$ cat config.mk
export PLATFORM = sky130hd
export DESIGN_NAME = mv_host_ctrl
export DESIGN_NICKNAME = d
export VERILOG_FILES = /design/src/rtl/mv_pkg.sv /design/src/rtl/mv_host_ctrl.sv
export SDC_FILE = /design/constraint.sdc
export NUM_CORES = 1
export LEC_CHECK = 0
export ABC_CLOCK_PERIOD_IN_PS = 2500
export CAP_MARGIN = 40
export CORE_ASPECT_RATIO = 1.2
export CORE_MARGIN = 2
export CORE_UTILIZATION = 43
export CTS_CLUSTER_SIZE = 8
export DETAILED_ROUTE_END_ITERATION = 8
export PLACE_DENSITY = 0.76
export SLEW_MARGIN = 20
export SYNTH_ARGS = -nofsm -noshare
export SYNTH_HDL_FRONTEND = slang
export SYNTH_SLANG_ARGS = --single-unit
$ cat constraint.sdc
create_clock -name aclk -period 2.5 [get_ports aclk]
set_input_delay 0.25 -clock aclk [delete_from_list [all_inputs] [get_ports aclk]]
set_output_delay 0.25 -clock aclk [all_outputs]
set_load 0.02 [all_outputs]
$ cat src/rtl/mv_pkg.sv
// mv_pkg: shared definitions for the pearray_my host driver.
//   - mv_state_e   : host controller FSM states
//   - mv_n/mv_nn   : vector length N and matrix size N*N for a given H_SIZE
//   - mv_word_addr : operand index k -> BRAM word index in the array's layout
//                    (vector in words 0..N-1, matrix row r at word (r+1)*N)
package mv_pkg;

  typedef enum logic [2:0] {
    ST_IDLE,
    ST_LOAD,
    ST_START,
    ST_WAIT,
    ST_READ,
    ST_OUT
  } mv_state_e;

  function automatic int unsigned mv_n(input int unsigned h);
    return 32'd1 << h;
  endfunction

  function automatic int unsigned mv_nn(input int unsigned h);
    return 32'd1 << (2 * h);
  endfunction

  // Operand words arrive as N vector words followed by the matrix in
  // row-major order; matrix row r lives one N-word block above row r-1.
  function automatic logic [31:0] mv_word_addr(input logic [31:0] k,
                                               input int unsigned h);
    logic [31:0] n;
    logic [31:0] r;
    logic [31:0] c;
    n = 32'd1 << h;
    if (k < n) return k;
    r = (k - n) >> h;
    c = (k - n) & (n - 32'd1);
    return ((r + 32'd1) << h) | c;
  endfunction

endpackage

$ cat src/rtl/mv_host_ctrl.sv
// mv_host_ctrl: host-side driver for the pearray_my int8 matrix-vector engine.
// Loads N vector words and N*N matrix words from the s_* stream into the
// shared BRAM, pulses start, waits for done (optionally bounded by TIMEOUT),
// then reads the N result words back and emits them on the m_* stream.
//
// Ports:
//   aclk, aresetn             clock, synchronous active-low reset
//   s_valid/s_ready/s_data    operand input stream
//   m_valid/m_ready/m_data    result output stream, m_last on result N-1
//   start, done               handshake with the array
//   busy, timeout_err         status (timeout_err is sticky until next load)
//   BRAM_ADDR/WRDATA/WE/RDDATA host port of the shared BRAM (byte address)
module mv_host_ctrl
  import mv_pkg::*;
#(
  parameter int unsigned H_SIZE  = 6,
  parameter int unsigned TIMEOUT = 2**20
) (
  input  logic        aclk,
  input  logic        aresetn,
  input  logic        s_valid,
  output logic        s_ready,
  input  logic [31:0] s_data,
  output logic        m_valid,
  input  logic        m_ready,
  output logic [31:0] m_data,
  output logic        m_last,
  output logic        start,
  input  logic        done,
  output logic        busy,
  output logic        timeout_err,
  output logic [31:0] BRAM_ADDR,
  output logic [31:0] BRAM_WRDATA,
  output logic [3:0]  BRAM_WE,
  input  logic [31:0] BRAM_RDDATA
);

  localparam int unsigned N   = mv_n(H_SIZE);
  localparam int unsigned NN  = mv_nn(H_SIZE);
  localparam int unsigned KW  = 2 * H_SIZE + 1;
  localparam int unsigned WCW = (TIMEOUT > 1) ? $clog2(TIMEOUT) : 1;

  // k reaches N+N*N one cycle after the final handshake: the drain cycle in
  // which the last write is on the BRAM port and s_ready is already low.
  localparam logic [KW-1:0]     K_DRAIN = KW'(N + NN);
  localparam logic [H_SIZE-1:0] J_LAST  = H_SIZE'(N - 1);
  localparam logic [WCW-1:0]    W_LAST  = WCW'(TIMEOUT - 1);

  mv_state_e         state_q, state_d;
  logic [KW-1:0]     k_q, k_d;
  logic [H_SIZE-1:0] j_q, j_d;
  logic [WCW-1:0]    wait_q, wait_d;
  logic              rd_ph_q, rd_ph_d;
  logic [31:0]       addr_q, addr_d;
  logic [31:0]       wrdata_q, wrdata_d;
  logic [3:0]        we_q, we_d;
  logic [31:0]       mdata_q, mdata_d;
  logic              terr_q, terr_d;
  logic              hs;

  // Gated by aresetn so s_ready reads 0 while reset is held.
  assign s_ready = aresetn &&
                   ((state_q == ST_IDLE) ||
                    ((state_q == ST_LOAD) && (k_q != K_DRAIN)));
  assign hs      = s_valid && s_ready;

  always_comb begin
    // NOTE: every variable gets its default first so no path leaves one
    // unassigned, which would otherwise infer a latch.
    state_d  = state_q;
    k_d      = k_q;
    j_d      = j_q;
    wait_d   = wait_q;
    rd_ph_d  = rd_ph_q;
    addr_d   = addr_q;
    wrdata_d = wrdata_q;
    we_d     = 4'h0;
    mdata_d  = mdata_q;
    terr_d   = terr_q;

    // k_q is 0 whenever the FSM is idle, so IDLE and LOAD share this path.
    if (hs) begin
      addr_d   = mv_word_addr(32'(k_q), H_SIZE) << 2;
      wrdata_d = s_data;
      we_d     = 4'hF;
      k_d      = k_q + KW'(1);
    end

    unique case (state_q)
      ST_IDLE: begin
        if (hs) begin
          terr_d  = 1'b0;
          state_d = ST_LOAD;
        end
      end
      ST_LOAD: begin
        if (k_q == K_DRAIN) begin
          // Hand the BRAM to the array with a quiet port.
          k_d      = '0;
          addr_d   = '0;
          wrdata_d = '0;
          state_d  = ST_START;
        end
      end
      ST_START: begin
        wait_d  = '0;
        state_d = ST_WAIT;
      end
      ST_WAIT: begin
        if (done) begin
          j_d     = '0;
          rd_ph_d = 1'b0;
          addr_d  = '0;
          state_d = ST_READ;
        end else if ((TIMEOUT != 0) && (wait_q == W_LAST)) begin
          terr_d  = 1'b1;
          state_d = ST_IDLE;
        end else begin
          wait_d = wait_q + WCW'(1);
        end
      end
      ST_READ: begin
        // Address is on the port in phase 0; data is valid at the end of
        // phase 1 because the array clocks the BRAM on the opposite edge.
        if (!rd_ph_q) begin
          rd_ph_d = 1'b1;
        end else begin
          rd_ph_d = 1'b0;
          mdata_d = BRAM_RDDATA;
          state_d = ST_OUT;
        end
      end
      ST_OUT: begin
        if (m_ready) begin
          if (j_q == J_LAST) begin
            state_d = ST_IDLE;
          end else begin
            j_d     = j_q + H_SIZE'(1);
            addr_d  = 32'(j_d) << 2;
            state_d = ST_READ;
          end
        end
      end
      default: state_d = ST_IDLE;
    endcase
  end

  // NOTE: state uses non-blocking assignments so all registers update from
  // the same pre-edge values; reset is sampled on the clock edge.
  always_ff @(posedge aclk) begin
    if (!aresetn) begin
      state_q  <= ST_IDLE;
      k_q      <= '0;
      j_q      <= '0;
      wait_q   <= '0;
      rd_ph_q  <= 1'b0;
      addr_q   <= '0;
      wrdata_q <= '0;
      we_q     <= 4'h0;
      mdata_q  <= '0;
      terr_q   <= 1'b0;
    end else begin
      state_q  <= state_d;
      k_q      <= k_d;
      j_q      <= j_d;
      wait_q   <= wait_d;
      rd_ph_q  <= rd_ph_d;
      addr_q   <= addr_d;
      wrdata_q <= wrdata_d;
      we_q     <= we_d;
      mdata_q  <= mdata_d;
      terr_q   <= terr_d;
    end
  end

  assign busy        = (state_q != ST_IDLE);
  assign start       = (state_q == ST_START);
  assign m_valid     = (state_q == ST_OUT);
  assign m_last      = (state_q == ST_OUT) && (j_q == J_LAST);
  assign m_data      = mdata_q;
  assign timeout_err = terr_q;
  assign BRAM_ADDR   = addr_q;
  assign BRAM_WRDATA = wrdata_q;
  assign BRAM_WE     = we_q;

endmodule

==> results.toml <==
[route]
drtAntennaViolNets = 0
vias = 5755
drt-total-wl_um = 15700
drcViolationCount = 0
dr.pass1.iters = 4
vias_per_cell = 5.222
drt_iter0_markers = 317
post_drt_wl_per_cell_um = 14.24

[clock_tree]
postCtsHoldBufs = 0
clk_pin_slew_worst_paths_ns = 0.06
cts_buffer_depth = 2
cts.sinks = 141
cts_tree = "built"
insertion_delay_ns = 0.41
cts_setup_buffers = 0
root_buffer = "clkbuf_16"
htreeDepth = 4
numCtsBuffers = 17

[layout]
fin_nets = 996
final_layout_size_suffix_gt1_share_pct = 7.841
design_area_um2 = 8661
antennaDiodeCount = 0
area_growth_pct = 42.19

[floorplan]
start_util_pct = 44.07
core-area_um2 = 13820
die-area_um2 = 15140
rows = 47
dieHeight_um = 134.4
ioPinCount = 175
die_width_um = 112.6

[power_and_ir_drop]
irDropWorstVdd_mv = 0.4170
p_per_area_nw_per_um2 = 616.7
p_leak_nw = 3.055

[logic_synthesis]
syn_inst = 747
synth.distinct_cells = 64
synth_top_area_share_pct = 46.34
async_flop_share_pct = 0
synth_common_cells = "nand2_1 (171), dfxtp_1 (141), a21oi_1 (102)"
avgSynthCellArea_um2 = 8.154
synth_seq_area_share_pct = 46.34
yosys-top-cells-area = "dfxtp_1 (46%), nand2_1 (11%), a21oi_1 (8.4%)"
synth-edff-count = 0
synth_most_common_cell = "nand2_1"
synth-seq-cells = 141
syn_nets = 825
synth_top_flop_cell = "dfxtp_1"
synth_top_area_cell = "dfxtp_1"
yosys_warnings = 0
netlist_area_um2 = 6091

[timing]
final-hold-violation-count = 0
tightest_slew_ns = 0.5354
setup_viol = 0
fin_tns_setup_ns = 0
whs_ns = 0.3756
skew_ns = 0.006119
fin_crit_ns = 2.291
period_share_pct = 91.64
rsz0062_at_grt = "no"
slew_viol_final = 0
slew_headroom_pct = 64.31
fmax_ghz = 0.4365

[worst_setup_path]
critical_path_class = "flip-flop to primary output"
end_kind = "primary output"
start_kind = "flip-flop"
crit_required_ns = 2.25
crit_arrival_ns = 2.04
cp_max_fo = 9

[placement]
place_congestion = 0.8422
port_buffers = 174
placed_area_um2 = 8066
place_hpwl_um = 10790

[status]
outcome = "finished, final reports clean"

[global_routing]
grt_pass1_wl_um = 25700
grt_start_max_net_pins = 50
antenna_found_initial = 0
grt_remaining_overflow = 0
track_usage_pct = 20.68
grt_pass1_vias = 5409

[flow_run]
cap_violations = 0

[hold_path]
hold_path.class = "input port to flip-flop"
[where the power goes]
| group | switching (W) | internal [W] |
|---|---|---|
| Combinational | 0.000242 | 0.000238 |
| Clock | 0.000951 | 0.00159 |
| Sequential | 0.0000233 | 0.00229 |
[worst max-delay path, cell delays in order (launching register included)]
cell,delay (ns)
dfxtp_1,0.39
nand2b_1,0.28
nand2b_1,0.21
inv_1,0.13
clkdlybuf4s50_1,0.62
[kinds of logic after synthesis]
group                      after synthesis  share of synthesized area (%)
AOI/OAI and AO/OA                      184                          17.87
DFF                                    141                          46.34
muxes                                    7                          1.150
xor gates and xnor gates                19                          2.732
adders and majority gates                9                          1.849
buffers and inverters                   67                          4.766
and+or+nand+nor                        320                          25.29
[timing repair]
action | in CTS | in global routing
gates cloned | 0 | 0
gates resized for setup | 3 | 1
endpoints found under the hold margin | 0 | 0
setup endpoints to repair | 2 | 1
[per-stage QoR]
| step | setup slack, ns | total power, W | utilization [%] | std cells |
|---|---|---|---|---|
| 2_1_floorplan | 0.1850 | 0.002586 | - | 747 |
| 3_3_place_gp | 0.2697 | 0.002842 | 58.37 | 1070 |
| 3_5_place_dp | 0.2352 | 0.002846 | 58.37 | 1070 |
| 4_1_cts | 0.1617 | 0.005393 | 62.66 | 1102 |
| 5_1_grt | 0.03863 | 0.005526 | 62.67 | 1102 |
| 6_report | 0.2091 | 0.005341 | 62.67 | 1102 |
[registers in the layout (all words and copies together), names as in the netlist]
name         count
m_data          32
k_q             13
state_q          3
BRAM_WE          1
wait_q          20
j_q              6
BRAM_WRDATA     32
BRAM_ADDR       32
rd_ph_q          1
timeout_err      1
[area by class of cell]
cell class,count,area (µm²)
fillers,1178,5159
multi-input cells,539,3002
well taps,171,214.0
inverters,17,63.81
clock inverters,10,140.1
flip-flops and latches,141,2825
repair buffers,202,1962
clock buffers,22,454.2
[per-layer routing]
metal	part of all wire (%)	GRT usage, %
met3	5.4	5.558
met5	0	0
met4	1.9	8.537
met2	50	35.36
met1	42	24.49
[cell usage in the layout, fill, tap and decap left out, types with 8 or more instances in the layout]
cell type | synthesis | routed
clkdlybuf4s50_1 | 0 | 172
nand2_1 | 171 | 171
dfxtp_1 | 141 | 139
a21oi_1 | 102 | 102
nor2_1 | 31 | 31
buf_4 | 5 | 27
o21ai_0 | 24 | 24
or3_1 | 23 | 23
nand3_1 | 19 | 19
clkbuf_16 | 0 | 17
o21a_1 | 16 | 16
inv_1 | 15 | 15
nor3_1 | 13 | 12
xnor2_1 | 11 | 11
nand4_1 | 10 | 10
o211ai_1 | 9 | 9
ha_1 | 9 | 9
and3_1 | 8 | 8
xor2_1 | 8 | 8
[final timing paths]
check                     to  slack, ns           from  depth (start not counted)
max                    start       0.21     state_q[2]                          4
min          BRAM_WRDATA[23]       0.38     s_data[23]                          3
max reg2reg    BRAM_ADDR[15]       0.28        k_q[10]                          6
min reg2reg    BRAM_ADDR[12]       0.45  BRAM_ADDR[12]                          2
Note: power is estimated with default switching activity, not from simulation.
